<file path="config.mk">
export PLATFORM = sky130hd
export DESIGN_NAME = oloca_sweep_ctrl_flat
export DESIGN_NICKNAME = d
export VERILOG_FILES = /design/src/rtl/oloca_sweep_ctrl_if.sv /design/src/rtl/oloca_sweep_ctrl.sv /design/src/flat_wrapper.sv
export SDC_FILE = /design/constraint.sdc
export NUM_CORES = 1
export LEC_CHECK = 0
export CAP_MARGIN = 20
export CORE_ASPECT_RATIO = 0.6
export CORE_UTILIZATION = 40
export CTS_CLUSTER_SIZE = 8
export DETAILED_ROUTE_END_ITERATION = 8
export SLEW_MARGIN = 20
export SYNTH_ARGS = -nofsm -noshare
export SYNTH_HDL_FRONTEND = slang
export SYNTH_SLANG_ARGS = --single-unit
</file>
<file path="constraint.sdc">
create_clock -name clk -period 6.35 [get_ports clk]
set_input_delay 0.635 -clock clk [delete_from_list [all_inputs] [get_ports clk]]
set_output_delay 0.635 -clock clk [all_outputs]
set_load 0.1 [all_outputs]
</file>
<file path="src/rtl/oloca_sweep_ctrl_if.sv">
// Bus between the sweep controller and its environment: host control,
// operand drive to the adder under test, adder result, and the result counters.
interface oloca_sweep_ctrl_if #(
  parameter int WIDTH = 8
);
  localparam int CNT_W = 2*WIDTH + 1;
  localparam int ERR_W = WIDTH + 2;
  localparam int ABS_W = 3*WIDTH + 2;
  localparam int SQ_W  = 4*WIDTH + 3;

  logic                    start;
  logic                    abort;
  logic [WIDTH-1:0]        op_a;
  logic [WIDTH-1:0]        op_b;
  logic [WIDTH:0]          approx_sum;
  logic                    busy;
  logic                    done;
  logic                    aborted;
  logic [CNT_W-1:0]        case_count;
  logic [CNT_W-1:0]        err_count;
  logic signed [ABS_W:0]   err_sum;
  logic [ABS_W-1:0]        abs_sum;
  logic [SQ_W-1:0]         sq_sum;
  logic [ERR_W-1:0]        max_abs;

  // controller side
  modport slave (
    input  start, abort, approx_sum,
    output op_a, op_b, busy, done, aborted,
           case_count, err_count, err_sum, abs_sum, sq_sum, max_abs
  );

  // host plus adder side
  modport master (
    output start, abort, approx_sum,
    input  op_a, op_b, busy, done, aborted,
           case_count, err_count, err_sum, abs_sum, sq_sum, max_abs
  );
endinterface

</file>
<file path="src/rtl/oloca_sweep_ctrl.sv">
// Exhaustive error-characterisation sequencer for a WIDTH-bit approximate adder.
// Walks every (a,b) pair, computes approx-exact per case in a one-deep pipeline
// and accumulates raw ER/AE/MAE/MSE totals plus the worst |error|.
//
// state   | meaning
// S_IDLE  | waiting for start; previous results held
// S_SWEEP | one operand pair per cycle driven and captured
// S_DRAIN | last captured case accumulates
// S_DONE  | one-cycle done pulse
module oloca_sweep_ctrl #(
  parameter int WIDTH = 8
) (
  input  logic              clk,
  input  logic              rst_n,
  oloca_sweep_ctrl_if.slave bus
);
  localparam int CNT_W = 2*WIDTH + 1;
  localparam int ERR_W = WIDTH + 2;
  localparam int ABS_W = 3*WIDTH + 2;
  localparam int SQ_W  = 4*WIDTH + 3;
  localparam int OPS_W = 2*WIDTH;
  localparam logic [OPS_W-1:0] OPS_ONE = 1;
  localparam logic [CNT_W-1:0] CNT_ONE = 1;

  typedef enum logic [1:0] {S_IDLE, S_SWEEP, S_DRAIN, S_DONE} state_t;

  state_t                   r_state, w_state_nxt;
  logic [OPS_W-1:0]         r_ops;
  logic                     r_s_vld;
  logic signed [ERR_W-1:0]  r_s_err;
  logic [CNT_W-1:0]         r_case_count, r_err_count;
  logic signed [ABS_W:0]    r_err_sum;
  logic [ABS_W-1:0]         r_abs_sum;
  logic [SQ_W-1:0]          r_sq_sum;
  logic [ERR_W-1:0]         r_max_abs;
  logic                     r_aborted;

  logic                     w_accept, w_active, w_run, w_last;
  logic [WIDTH:0]           w_exact;
  logic signed [ERR_W-1:0]  w_err;
  logic [ERR_W-1:0]         w_abs;
  logic [2*ERR_W-1:0]       w_sq;

  // op_a is the upper half of one 2*WIDTH counter so the b-wrap carries into a
  assign w_accept = (r_state == S_IDLE) && bus.start;
  assign w_active = (r_state == S_SWEEP) || (r_state == S_DRAIN);
  assign w_run    = (r_state == S_SWEEP) && !bus.abort;
  assign w_last   = &r_ops;
  assign w_exact  = {1'b0, r_ops[OPS_W-1:WIDTH]} + {1'b0, r_ops[WIDTH-1:0]};
  assign w_err    = $signed({1'b0, bus.approx_sum}) - $signed({1'b0, w_exact});
  assign w_abs    = r_s_err[ERR_W-1] ? $unsigned(-r_s_err) : $unsigned(r_s_err);
  assign w_sq     = {{ERR_W{1'b0}}, w_abs} * {{ERR_W{1'b0}}, w_abs};

  assign bus.op_a       = r_ops[OPS_W-1:WIDTH];
  assign bus.op_b       = r_ops[WIDTH-1:0];
  assign bus.busy       = w_active;
  assign bus.done       = (r_state == S_DONE);
  assign bus.aborted    = r_aborted;
  assign bus.case_count = r_case_count;
  assign bus.err_count  = r_err_count;
  assign bus.err_sum    = r_err_sum;
  assign bus.abs_sum    = r_abs_sum;
  assign bus.sq_sum     = r_sq_sum;
  assign bus.max_abs    = r_max_abs;

  // next-state decode
  always_comb begin
    w_state_nxt = r_state;
    case (r_state)
      S_IDLE:  if (bus.start) w_state_nxt = S_SWEEP;
      S_SWEEP: begin
        if (bus.abort)  w_state_nxt = S_IDLE;
        else if (w_last) w_state_nxt = S_DRAIN;
      end
      S_DRAIN: w_state_nxt = bus.abort ? S_IDLE : S_DONE;
      S_DONE:  w_state_nxt = S_IDLE;
      default: w_state_nxt = S_IDLE;
    endcase
  end

  // state register
  always_ff @(posedge clk or negedge rst_n) begin
    if (!rst_n) r_state <= S_IDLE;
    else        r_state <= w_state_nxt;
  end

  // operand counter; holds on the last pair and on abort
  always_ff @(posedge clk or negedge rst_n) begin
    if (!rst_n)                  r_ops <= '0;
    else if (w_accept)           r_ops <= '0;
    else if (w_run && !w_last)   r_ops <= r_ops + OPS_ONE;
  end

  // stage 1: capture the per-case signed error of the pair currently driven
  always_ff @(posedge clk or negedge rst_n) begin
    if (!rst_n) begin
      r_s_vld <= 1'b0;
      r_s_err <= '0;
    end else if (w_run) begin
      r_s_vld <= 1'b1;
      r_s_err <= w_err;
    end else begin
      r_s_vld <= 1'b0;
    end
  end

  // stage 2: accumulate the captured case; a new run clears the totals
  always_ff @(posedge clk or negedge rst_n) begin
    if (!rst_n) begin
      r_case_count <= '0;
      r_err_count  <= '0;
      r_err_sum    <= '0;
      r_abs_sum    <= '0;
      r_sq_sum     <= '0;
      r_max_abs    <= '0;
    end else if (w_accept) begin
      r_case_count <= '0;
      r_err_count  <= '0;
      r_err_sum    <= '0;
      r_abs_sum    <= '0;
      r_sq_sum     <= '0;
      r_max_abs    <= '0;
    end else if (r_s_vld) begin
      r_case_count <= r_case_count + CNT_ONE;
      r_err_count  <= r_err_count + {{(CNT_W-1){1'b0}}, (r_s_err != '0)};
      r_err_sum    <= r_err_sum + {{(ABS_W+1-ERR_W){r_s_err[ERR_W-1]}}, r_s_err};
      r_abs_sum    <= r_abs_sum + {{(ABS_W-ERR_W){1'b0}}, w_abs};
      r_sq_sum     <= r_sq_sum + {{(SQ_W-2*ERR_W){1'b0}}, w_sq};
      if (w_abs > r_max_abs) r_max_abs <= w_abs;
    end
  end

  // sticky abort flag; start in IDLE outranks a simultaneous abort
  always_ff @(posedge clk or negedge rst_n) begin
    if (!rst_n)                    r_aborted <= 1'b0;
    else if (w_accept)             r_aborted <= 1'b0;
    else if (w_active && bus.abort) r_aborted <= 1'b1;
  end
endmodule
</file>
<file path="src/flat_wrapper.sv">
// flat-port wrapper written by rule: the top's interface ports become plain ports
module oloca_sweep_ctrl_flat 
#(
  parameter int WIDTH = 8
)
  (clk, rst_n, bus_start, bus_abort, bus_approx_sum, bus_op_a, bus_op_b, bus_busy, bus_done, bus_aborted, bus_case_count, bus_err_count, bus_err_sum, bus_abs_sum, bus_sq_sum, bus_max_abs);
  oloca_sweep_ctrl_if #(.WIDTH(WIDTH)) bus_i ();
  input  logic clk;
  input  logic rst_n;
  input wire logic [$bits(bus_i.start)-1:0] bus_start;
  input wire logic [$bits(bus_i.abort)-1:0] bus_abort;
  input wire logic [$bits(bus_i.approx_sum)-1:0] bus_approx_sum;
  output wire logic [$bits(bus_i.op_a)-1:0] bus_op_a;
  output wire logic [$bits(bus_i.op_b)-1:0] bus_op_b;
  output wire logic [$bits(bus_i.busy)-1:0] bus_busy;
  output wire logic [$bits(bus_i.done)-1:0] bus_done;
  output wire logic [$bits(bus_i.aborted)-1:0] bus_aborted;
  output wire logic [$bits(bus_i.case_count)-1:0] bus_case_count;
  output wire logic [$bits(bus_i.err_count)-1:0] bus_err_count;
  output wire logic [$bits(bus_i.err_sum)-1:0] bus_err_sum;
  output wire logic [$bits(bus_i.abs_sum)-1:0] bus_abs_sum;
  output wire logic [$bits(bus_i.sq_sum)-1:0] bus_sq_sum;
  output wire logic [$bits(bus_i.max_abs)-1:0] bus_max_abs;
  assign bus_i.start = bus_start;
  assign bus_i.abort = bus_abort;
  assign bus_i.approx_sum = bus_approx_sum;
  assign bus_op_a = bus_i.op_a;
  assign bus_op_b = bus_i.op_b;
  assign bus_busy = bus_i.busy;
  assign bus_done = bus_i.done;
  assign bus_aborted = bus_i.aborted;
  assign bus_case_count = bus_i.case_count;
  assign bus_err_count = bus_i.err_count;
  assign bus_err_sum = bus_i.err_sum;
  assign bus_abs_sum = bus_i.abs_sum;
  assign bus_sq_sum = bus_i.sq_sum;
  assign bus_max_abs = bus_i.max_abs;
  oloca_sweep_ctrl #(.WIDTH(WIDTH)) u_core (.clk(clk), .rst_n(rst_n), .bus(bus_i));
endmodule
</file>
Word level (Yosys, flattened, before mapping)
Index checks and enable logic that the tools add are counted.
- $add $sub $neg: 9
- muxes and demuxes: 24
- reductions and logical operators: 16
- order comparisons: 1
- $mul: 1
- eq/ne operators: 5
- operator list (operator ; count):
    $mux W35 ; 2
    $mux W17 ; 4
    $mux W27 ; 2
    $mux W26 ; 2
    $mux W10 ; 4
    $add A35 B20 Y35 ; 1
    $mux W16 ; 2
    $add A27 B27 Y27 ; 1
    $add A26 B10 Y26 ; 1
    $mul A10 B10 Y20 ; 1
    $add A17 B1 Y17 ; 1
    $add A17 B1 Y17 const B ; 1
    $add A16 B1 Y16 const B ; 1
    $reduce_and A16 Y1 ; 1
    $gt A10 B10 Y1 ; 1
    $neg A10 Y10 ; 1
    $reduce_bool A10 Y1 ; 1
    $sub A9 B9 Y10 ; 1
    $add A8 B8 Y9 ; 1
    $mux W2 ; 4
    $pmux W2 S4 ; 1
    $reduce_bool A2 Y1 ; 4
    $eq A2 B2 Y1 const B ; 2
    $logic_and A1 B1 Y1 ; 4
    other kinds (8) ; 12
- bits of input ports: 13
- logic and storage cells: 67
- output and inout bits: 151
- register bits after elaboration: 162

Logic depth before layout (Yosys ltp)
- depth in word-level cells: 6
- depth in mapped cells: 28
- depth with buffers taken out: 27

Least setup slack after synthesis
Ideal clock, no wire load.
- kind: register to register
- from: register u_core.r_s_err[4]
- to: register u_core.r_sq_sum[25], in the netlist u_core.bus.sq_sum[25]
- slack: -0.259 ns
- period minus slack after synthesis: 6.609 ns
- library setup time: 0.083 ns
- data arrival time: 6.526 ns
- stages on the path, launching flop included: 25
- buffers on the path: 0
- required time: 6.267 ns
- cell sequence: dfrtp_1 or4_4 or3_1 nand2_1 xor2_1 inv_2 nand2_1 inv_1 fa_1 inv_1 fa_1 inv_1 fa_1 inv_1 fa_1 fa_1 inv_1 ha_1 and3_1 nand2_1 a21bo_1 a211oi_1 nor3_1 or4b_2 o21ai_0
- longest elaborated chain between the ends: 6
- RTL lines (item ; line ; RTL):
    start: declaration ; oloca_sweep_ctrl.sv:30 ; logic signed [ERR_W-1:0] r_s_err;
    start signal: assignment ; oloca_sweep_ctrl.sv:101 ; r_s_err <= w_err;
    $neg A10 Y10 ; oloca_sweep_ctrl.sv:51 ; assign w_abs = r_s_err[ERR_W-1] ? $unsigned(-r_s_err) : $unsigned(r_s_err);
    $mux W10 * ; oloca_sweep_ctrl.sv:51 ;
    $mul A10 B10 Y20 * ; oloca_sweep_ctrl.sv:52 ; assign w_sq = {{ERR_W{1'b0}}, w_abs} * {{ERR_W{1'b0}}, w_abs};
    $add A35 B20 Y35 * ; oloca_sweep_ctrl.sv:128 ; r_sq_sum <= r_sq_sum + {{(SQ_W-2*ERR_W){1'b0}}, w_sq};
    $mux W35 * ; oloca_sweep_ctrl.sv:123 ; end else if (r_s_vld) begin
    $mux W35 * ; oloca_sweep_ctrl.sv:116 ; end else if (w_accept) begin
    end signal: assignment ; oloca_sweep_ctrl.sv:128 ;
    end: declaration ; oloca_sweep_ctrl.sv:34 ; logic [SQ_W-1:0] r_sq_sum;
Mark *: on every way between the ends. The rest lies on a longest branch, timed or not. The select of a mux whose other input is x is not followed.
A chain may end at the register's enable or synchronous reset.

Worst setup path in the final report
- from: register u_core.r_s_err[3]
- to: register u_core.r_sq_sum[24], in the netlist u_core.bus.sq_sum[24]
Same word-level chain as after synthesis.

==> reports/results.ini <==
[critical_path]
ff2ff_setup_slack_ps=70
endpoint_kind=flop
path_max_fanout=7
rr_startpoint=u_core.r_s_err[3]
critPathMaxStageDelay_ps=550
crit_family=adder cells
crit_path_frequent_cell=fa_1
cp.arrival_ps=6580
cp.required_ps=6660
worst_setup_path_start_kind=flop
crit_start=u_core.r_s_err[3]
path_buf_inv=9
r2r_end=u_core.bus.sq_sum[24]
crit_type=reg2reg
reg2regPathDepth=28
cp_slowest_cell=or4_4

[clock_network]
clkLatencyLatePin_ps=450
cts.path.max_buffers=2
cts_root_buffer=clkbuf_16
clk_pin_slew_worst_paths_ps=70
cts_buffers=17
numClockSinks=162
h-tree-depth=4
ctsHoldBuffers=0
cts_tree=done

[logic_synthesis]
synth_edf_count=0
synthArstFlopShare_pct=100.0
synth_cells=1493
synth.largest_area_cell=dfrtp_1
ys_ff_latch=162
seq_area_frac_synth_pct=30.43
postSynthAreaPerCell_sq_um=8.924
synth_top_area_share_pct=30.43
ys_top_cells_by_area=dfrtp_1 (30%), ha_1 (12%), fa_1 (11%)
yosys_warnings=0
syn_area_sq_mm=0.01332
synth_cell_types=70
synthFlopType=dfrtp_1

[timing]
hold_viol_final=0
fmax_ghz=0.1593
setup_slack_ps=70.70
fin_skew_ps=10.93
slew_headroom_pct=29.43
drv_slew=0
post-route-period-util_pct=98.89
worst_pin_slew_ps=1055
rsz0062_at_grt=true
min_period_ps=6279
setup_viol=0

[global_route]
antenna_found_initial=0
grt_start_max_net_pins=82
grt_remaining_overflow=0
met3_usage_pct=3.611
grt-busiest-layer=met1
grt_usage_pct=22.54
met1_usage_pct=34.86
grt_pass1_wl_um=59830
grt_pass1_vias=11080
use_met2_pct=32.51

[die]
die_x_um=237.6
die_h_um=143.4
boundaryPins=164
fp.coreArea_sq_mm=0.03261
die_area_sq_mm=0.03407
rows=51
initial_utilization_pct=40.86

[final_layout]
final_cell_mix=nor2_1 (172), inv_1 (166), clkdlybuf4s50_1 (162)
multi_input_area_sq_mm=0.008747
fin_cells=2187
n_fill_cell=3043
syn_to_final_growth_pct=27.92
seq_area_sq_mm=0.004058
final_nets=1937
utilization_pct=52.27
layout-drive-gt1-share_pct=12.26
final_common_cell=nor2_1
diodes=0

[placement]
pre_cts_ws_ps=-267.6
dp_hpwl_um=27630
io_buffers=163
dpl.cell_count=2144
gp_congestion=0.8628

[route]
drc=0
antenna_left=0
drt-initial-drc-count=743
post_drt_wl_per_cell_um=16.91
dr.pass1.iters=5
viasPerCell=5.141
via_count=11240
routed_wl_um=36980

[status]
status=finished clean

[run]
max_cap_viol_count=0

[worst_hold_path]
min_path_type=in2async

==> logic make-up (layout without fill, tap and decap cells) <==
logic type | after synthesis | in the layout | share of synthesized area, %
muxes | 33 | 33 | 2.479
and+or+nand+nor | 465 | 465 | 16.26
DFF | 162 | 162 | 30.43
other | 2 | 7 | 0.05636
buffers and inverters | 228 | 467 | 6.470
adders and majority gates | 200 | 200 | 23.06
AOI/OAI and AO/OA | 294 | 294 | 14.08
xor gates and xnor gates | 109 | 109 | 7.165
==> cell usage after synthesis (5+ instances only) <==
cell type,n
xor2_1,64
nor2b_1,11
a21o_1,39
inv_1,183
o21bai_1,7
nor2_1,176
a31oi_1,12
mux2i_1,33
and3_1,25
a21boi_0,6
o211ai_1,7
or2_2,5
nand3_1,20
clkbuf_1,25
a21oi_1,83
a211oi_1,20
nand4_1,26
nand2b_1,11
ha_1,124
nor3_1,19
nand2_1,123
o21ai_0,70
xnor2_1,45
buf_1,11
and4_1,6
fa_1,76
dfrtp_1,162
nor3b_1,6
or3_1,19
==> what timing repair did <==
action | CTS | global route
gates cloned | 0 | 0
setup buffers | 3 | 10
resized for setup | 37 | 48
setup endpoints to repair | 19 | 23
pin swaps | 39 | 34
==> through the flow <==
| stage | TNS (ps) | area [sq um] | hold slack (ps) |
|---|---|---|---|
| floorplan | 0 | 13420 | 339.4 |
| global placement | -1783 | 16000 | 481.6 |
| detailed placement | -2734 | 16000 | 497.2 |
| CTS | -309.5 | 16840 | 257.9 |
| global route | -1420 | 17040 | 292.4 |
| finish | 0 | 17040 | 215.4 |
==> worst register-to-register path: cells and delay by family, from the launching register on <==
family,cells,cell delay [ps]
flip-flops,1,390
XOR/XNOR,2,260
adder cells (fa/ha/maj),6,2710
AO/OA/AOI/OAI,2,320
AND/OR/NAND/NOR,9,1690
buffers and inverters,9,790
==> how the worst max path moves through the flow <==
| stage | slack [ps] | depth (start not counted) | to |
|---|---|---|---|
| floorplan | 9 | 24 | u_core.bus.sq_sum[25] |
| global placement | -260 | 26 | u_core.bus.sq_sum[24] |
| detailed placement | -270 | 26 | u_core.bus.sq_sum[24] |
| CTS | -100 | 28 | u_core.bus.sq_sum[24] |
| global route | -180 | 28 | u_core.bus.sq_sum[24] |
| finish | 70 | 28 | u_core.bus.sq_sum[24] |
==> area by class of cell <==
type,count,share of cell area (%)
repair buffers,248,13.52
multi-input cells,1108,51.32
clock inverters,14,1.307
inverters,187,4.162
clock buffers,18,2.577
well taps,450,3.303
flip-flops and latches,162,23.81
==> layer usage <==
metal	up-vias	wire [um]
met1	5496	19420
met2	221	15690
met5	-	0
met4	0	299
met3	20	1573
li1	5507	-
==> registers in the layout, indices dropped and copies added, names as in the netlist, 10 cells and up <==
register / flops
u_core.bus.sq_sum: 35
u_core.bus.err_sum: 27
u_core.r_ops: 16
u_core.r_s_err: 10
u_core.bus.err_count: 17
u_core.bus.case_count: 17
u_core.bus.abs_sum: 26
u_core.bus.max_abs: 10
Power is not shown: default switching activity piles up to over one toggle a cycle in this logic, so the estimate is an artifact.
